### src/rtl/id_inst_queue_pkg.sv
// id_inst_queue_pkg: shared entry width helper and delay-slot state encodings
// Optional feature macro: DELAY_SLOT_KEEP_EN
package id_inst_queue_pkg;
  typedef enum logic {IDLE = 1'b0, DS_WAIT = 1'b1} ds_state_t;
  function automatic int instq_entry_wd(input int pc_w, input int inst_w);
    return pc_w + inst_w;
  endfunction
endpackage

### src/rtl/id_inst_queue_ctrl.sv
// id_inst_queue_ctrl: pointers, occupancy and flush/delay-slot control for the IF->ID queue
// Ports: clk, rst, in_valid, out_ready, flush in; rd_ptr, wr_ptr, count, we (storage write enable) out
// Optional feature macro: DELAY_SLOT_KEEP_EN (keep the delay slot across a flush)
module id_inst_queue_ctrl
  import id_inst_queue_pkg::*;
#(
  parameter int DEPTH = 4
) (
  input  logic                     clk,
  input  logic                     rst,
  input  logic                     in_valid,
  input  logic                     out_ready,
  input  logic                     flush,
  output logic [$clog2(DEPTH)-1:0] rd_ptr,
  output logic [$clog2(DEPTH)-1:0] wr_ptr,
  output logic [$clog2(DEPTH):0]   count,
  output logic                     we
);
  localparam int PW = $clog2(DEPTH);
  localparam int CW = PW + 1;
  logic          push;
  logic          pop;
  logic [PW-1:0] rd_nxt;
  assign push   = in_valid & (count != CW'(DEPTH));
  assign pop    = out_ready & (count != '0);
  assign rd_nxt = rd_ptr + PW'(pop);
`ifdef DELAY_SLOT_KEEP_EN
  ds_state_t state;
  logic      keep;
  logic      ds_push;
  logic      hold;
  // keep: an entry survives the flush-cycle pop, so it is the delay slot
  assign keep    = (count - CW'(pop)) != '0;
  // ds_push: with nothing left, a same-cycle push is the delay slot
  assign ds_push = push & (state == IDLE);
  assign hold    = keep | ds_push;
  assign we      = flush ? (ds_push & ~keep) : push;
  always_ff @(posedge clk) begin
    if (rst) begin
      rd_ptr <= '0;
      wr_ptr <= '0;
      count  <= '0;
      state  <= IDLE;
    end else if (flush) begin
      rd_ptr <= rd_nxt;
      wr_ptr <= rd_nxt + PW'(hold);
      count  <= CW'(hold);
      state  <= hold ? IDLE : DS_WAIT;
    end else begin
      rd_ptr <= rd_nxt;
      wr_ptr <= wr_ptr + PW'(we);
      count  <= count + CW'(we) - CW'(pop);
      state  <= push ? IDLE : state;
    end
  end
`else
  assign we = push & ~flush;
  always_ff @(posedge clk) begin
    if (rst) begin
      rd_ptr <= '0;
      wr_ptr <= '0;
      count  <= '0;
    end else if (flush) begin
      rd_ptr <= wr_ptr;
      count  <= '0;
    end else begin
      rd_ptr <= rd_nxt;
      wr_ptr <= wr_ptr + PW'(we);
      count  <= count + CW'(we) - CW'(pop);
    end
  end
`endif
endmodule

### src/rtl/id_inst_queue.sv
// id_inst_queue: DEPTH-entry {pc, inst} FIFO between IF and ID with branch flush
// Ports: in_valid/in_pc/in_inst/in_ready push side; out_valid/out_pc/out_inst/out_ready pop side;
//        flush from ID branch; count occupancy; afull stall hint to IF
// Optional feature macro: DELAY_SLOT_KEEP_EN (keep the delay slot across a flush)
module id_inst_queue
  import id_inst_queue_pkg::*;
#(
  parameter int DEPTH     = 4,
  parameter int PC_W      = 32,
  parameter int INST_W    = 32,
  parameter int AFULL_LVL = DEPTH - 1
) (
  input  logic                   clk,
  input  logic                   rst,
  input  logic                   in_valid,
  input  logic [PC_W-1:0]        in_pc,
  input  logic [INST_W-1:0]      in_inst,
  output logic                   in_ready,
  output logic                   out_valid,
  output logic [PC_W-1:0]        out_pc,
  output logic [INST_W-1:0]      out_inst,
  input  logic                   out_ready,
  input  logic                   flush,
  output logic [$clog2(DEPTH):0] count,
  output logic                   afull
);
  localparam int EW = instq_entry_wd(PC_W, INST_W);
  localparam int CW = $clog2(DEPTH) + 1;
  logic [EW-1:0]            mem [DEPTH];
  logic [$clog2(DEPTH)-1:0] rd_ptr;
  logic [$clog2(DEPTH)-1:0] wr_ptr;
  logic                     we;
  logic [EW-1:0]            head;
  id_inst_queue_ctrl #(.DEPTH(DEPTH)) u_ctrl (
    .clk      (clk),
    .rst      (rst),
    .in_valid (in_valid),
    .out_ready(out_ready),
    .flush    (flush),
    .rd_ptr   (rd_ptr),
    .wr_ptr   (wr_ptr),
    .count    (count),
    .we       (we)
  );
  always_ff @(posedge clk) begin
    if (we) mem[wr_ptr] <= {in_pc, in_inst};
  end
  assign head      = mem[rd_ptr];
  assign out_valid = count != '0;
  assign out_pc    = out_valid ? head[EW-1:INST_W] : '0;
  assign out_inst  = out_valid ? head[INST_W-1:0] : '0;
  assign in_ready  = count != CW'(DEPTH);
  assign afull     = count >= CW'(AFULL_LVL);
endmodule

### config.mk
export PLATFORM = sky130hd
export DESIGN_NAME = id_inst_queue
export DESIGN_NICKNAME = d
export VERILOG_FILES = /design/src/rtl/id_inst_queue_pkg.sv /design/src/rtl/id_inst_queue_ctrl.sv /design/src/rtl/id_inst_queue.sv
export SDC_FILE = /design/constraint.sdc
export NUM_CORES = 1
export LEC_CHECK = 0
export CORE_MARGIN = 2
export CORE_UTILIZATION = 40
export DETAILED_ROUTE_END_ITERATION = 6
export MAX_ROUTING_LAYER = met4
export PLACE_DENSITY = 0.61
export SLEW_MARGIN = 20
export SYNTH_ARGS = -nofsm -noshare
export SYNTH_HDL_FRONTEND = slang
export SYNTH_HIERARCHICAL = 1
export SYNTH_SLANG_ARGS = --single-unit
### constraint.sdc
create_clock -name clk -period 22.8 [get_ports clk]
set_clock_uncertainty 0.15 [all_clocks]
set_input_delay 4.56 -clock clk [delete_from_list [all_inputs] [get_ports clk]]
set_output_delay 4.56 -clock clk [all_outputs]
set_load 0.02 [all_outputs]
==> results.md <==
Synthesis:
- Synthesis inferred 263 register bits.
- The post-synthesis instance area is 10200 µm².
- During synthesis, Yosys emitted a total of 6 warnings.
- The number of instances in the synthesized netlist is 451.
- The per-instance average area after synthesis is 22.6 µm².
- The share of the Yosys chip area taken by registers is 76.9%.
- After synthesis, the share of flip-flops with an asynchronous set or reset is 0%.
- The number of library cell types mapped by synthesis is 31.
- The number of flops mapped to enable cells by yosys is 256.
- For this run, the leading register cell type out of synthesis is sky130_fd_sc_hd__edfxtp_1.
- The total nets after synthesis is 523.

Flow run:
- Across the run, the number of max-cap violations was 0.

Floorplanning:
- The floorplan step defined a die boundary enclosing 26700 µm².
- Row generation in the floorplan step produced 58 rows.
- The effective utilization at floorplan is 40.5%.
- The region available for standard cell placement spans 25100 µm².
- The horizontal extent of the die is 163 µm.
- The die span in y is 163 µm.
- The number of top-level pins is 139.

Global routing:
- Entering global routing, the biggest net connects 66 pins.
- The first global-routing pass estimated 29000 µm of wire.
- The number of global-route vias before repair is 5161.
- The total overflow left after global routing is 0.
- The initial antenna violation count was 1.
- Global routing used 14.8% of the available tracks.

Timing:
- The count of final setup violators is 0.
- The worst path uses 35.6% of the clock period.
- The normalized max-slew margin is 32.1%.
- Setup slack on the critical path of the routed design comes to 14.67 ns.
- The post-layout minimum cycle time is 8.13 ns.
- The count of endpoints failing hold in the final timing report was 0.
- Timing would allow up to 0.123 GHz.
- Setup repair after global routing left no endpoint under its margin.
- The setup TNS after final layout is 0 ns.
- The number of slew-limit violations in the final report was 0.
- The slew at the pin closest to its max-slew limit is 1.02 ns.

Clock tree:
- The number of clock buffers inserted by TritonCTS is 26.
- TritonCTS built the clock tree.
- Hold repair after CTS inserted 0 buffers.
- Counting every sink on the clock net gives 263.
- After clock tree synthesis, the clock-pin slew on the worst setup and hold paths is 0.06 ns.
- The insertion delay of the later-clocked pin in the worst-skew pair is 0.51 ns.
- The number of gates resized after cts is 0.
- In this run the number of H-tree levels came out at 1.
- The buffer count from post-CTS setup fixing is 0.
- The tree is rooted in a sky130_fd_sc_hd__clkbuf_16.
- The clock passes through at most 3 buffers.

Drt:
- The length of the first detailed-routing pass in iterations is 5.
- The iteration-0 DRC count of the detailed router is 236.
- The via count is 4733.
- The count of antenna-violating nets left after detailed routing is 0.
- The via density per instance is 4.98.
- The top routing layer in use is met4.
- The wire length on met2 is 9570 µm.
- In the routed design, unresolved DRC markers number 0.
- The routed metal-1 wirelength is 7910 µm.
- The total routed wirelength is 19000 µm.
- Detailed routing placed a total of 1240 µm of wire on met3.
- Dividing the detail-routed wire length by the instance count gives 20.0 µm.

Worst setup path:
- STA classifies the critical path endpoint as a primary output.
- The worst register-to-register path has a depth of 4.
- By startpoint and endpoint, the worst setup path is classified as register to primary output.
- The launch instance of the worst register-to-register path is u_ctrl/count[1].
- For flop-to-flop paths, the worst setup slack is 19.79 ns.
- For the worst setup path, the data required time is 18.09 ns.
- In this run the worst setup path begins at u_ctrl/rd_ptr[0].
- The worst flop-to-flop path endpoint is mem[0][14].
- STA classifies the critical path startpoint as a register.
- The critical path ends at out_inst[31].
- For the worst setup path, the data arrival time is 3.42 ns.
- In this run the worst path has a maximum fanout of 46.

Placement:
- The cell area after placement is 11800 µm².
- The post-place setup slack is 14.77 ns.
- Buffers placed on the I/O ports in this run total 138.
- Once detailed placement completed, the half-perimeter wirelength came to 10900 µm.
- Routability-driven placement finished with a final weighted congestion of 0.727.

Cells and area:
- The number of filler instances in the final layout is 2076.
- The design area is 12700 µm².
- Of the cells placed in the final design, the portion with a size suffix greater than 1 is 18.7%.
- Compared with the post-synthesis result, the final layout area differs by 25.2%.
- At the end of the flow, the number of nets in the layout was 672.

Power:
- The largest voltage drop on the vdd net is 39.1 µV.
- The leakage power of the design is 4.00 nW.
- The overall power consumption is 1.08 mW.
- Dividing total power by cell area gives a power density of 85.1 nW/µm².

Worst hold path:
- The path class of the tightest hold or removal check is register to register.

Outcome:
- The run finished with clean final reports.
## final cells by class
type | instances | area, µm² | share of cell area, %
Antenna cell | 1 | 2.50 | 0.0196
Sequential cell | 263 | 7840 | 61.5
Clock inverter | 18 | 203 | 1.59
Timing Repair Buffer | 143 | 1420 | 11.1
Multi-Input combinational cell | 163 | 2170 | 17.0
Clock buffer | 30 | 687 | 5.39
Inverter | 3 | 11.3 | 0.0884
Tap cell | 330 | 413 | 3.24
## cells in the final DEF, fill, tap and decap left out, drive strengths merged, types with 4 or more instances in the layout
| cell type | n |
|---|---|
| clkinv | 11 |
| bufinv | 4 |
| clkdlybuf4s50 | 138 |
| clkbuf | 30 |
| mux4 | 64 |
| buf | 5 |
| and2 | 64 |
| edfxtp | 256 |
| dfxtp | 7 |
| nor2 | 5 |
| xnor2 | 6 |
## cells in the mapped netlist, drive strengths merged (2+ instances only)
cell,number,area (µm²)
a21oi,3,18.8
and2,64,400
buf,14,166
clkbuf,8,31.3
dfxtp,7,140
edfxtp,256,7690
ha,2,25.0
inv,3,11.3
mux4,64,1460
nand2,2,7.51
nor2,5,18.8
nor3b,3,22.5
o21a,2,15.0
xnor2,6,52.6
## routing by layer
metal | vias to the layer above | track usage, %
met5 | - | -
met4 | 0 | 3.59
met3 | 25 | 3.28
met2 | 135 | 24.7
met1 | 2439 | 18.7
li1 | 2134 | -
## cells by family (layout without fill, tap and decap cells)
| kind of cell | count (synthesis) | after routing | synth area share, % |
|---|---|---|---|
| other | 0 | 1 | 0 |
| AND/OR/NAND/NOR | 81 | 81 | 4.86 |
| multiplexers | 65 | 65 | 14.4 |
| AO/OA/AOI/OAI | 8 | 8 | 0.775 |
| flip-flops | 263 | 263 | 76.9 |
| XOR/XNOR | 6 | 6 | 0.517 |
| adder cells (fa/ha/maj) | 3 | 3 | 0.443 |
| buffers and inverters | 25 | 194 | 2.05 |
## critical path: stages (launching register included)
cell	delay [ns]
sky130_fd_sc_hd__dfxtp_4	0.62
sky130_fd_sc_hd__buf_4	0.82
sky130_fd_sc_hd__mux4_1	0.71
sky130_fd_sc_hd__and2_1	0.19
sky130_fd_sc_hd__clkdlybuf4s50_1	0.53
## how the worst min path moves through the flow
stage,startpoint,cells past startpoint,end
after floorplan,u_ctrl/wr_ptr[0],2,u_ctrl/wr_ptr[0]
after global placement,u_ctrl/wr_ptr[1],2,u_ctrl/wr_ptr[1]
after detailed placement,u_ctrl/wr_ptr[1],2,u_ctrl/wr_ptr[1]
after CTS,u_ctrl/wr_ptr[1],2,u_ctrl/wr_ptr[1]
after global routing,u_ctrl/wr_ptr[1],2,u_ctrl/wr_ptr[1]
final,u_ctrl/wr_ptr[1],2,u_ctrl/wr_ptr[1]
## stage by stage
| stage | hold WS, ns | utilization [%] | instances |
|---|---|---|---|
| finish | 0.494 | 50.7 | 951 |
| global route | 0.533 | 50.7 | 951 |
| CTS | 0.477 | 50.7 | 950 |
| detailed placement | 0.455 | 47.1 | 902 |
| global placement | 0.445 | 47.1 | 902 |
| floorplan | 0.398 | - | 451 |
## registers in the layout, indices dropped and copies added, names as in the netlist
name           flops
mem              256
u_ctrl/count       3
u_ctrl/rd_ptr      2
u_ctrl/wr_ptr      2
## power by group
group / total, mW / switching [mW] / internal (mW)
clock network: 0.435 / 0.173 / 0.262
logic: 0.0999 / 0.0469 / 0.0530
registers: 0.548 / 0.00723 / 0.541
Power figures use the tool's default switching activity.
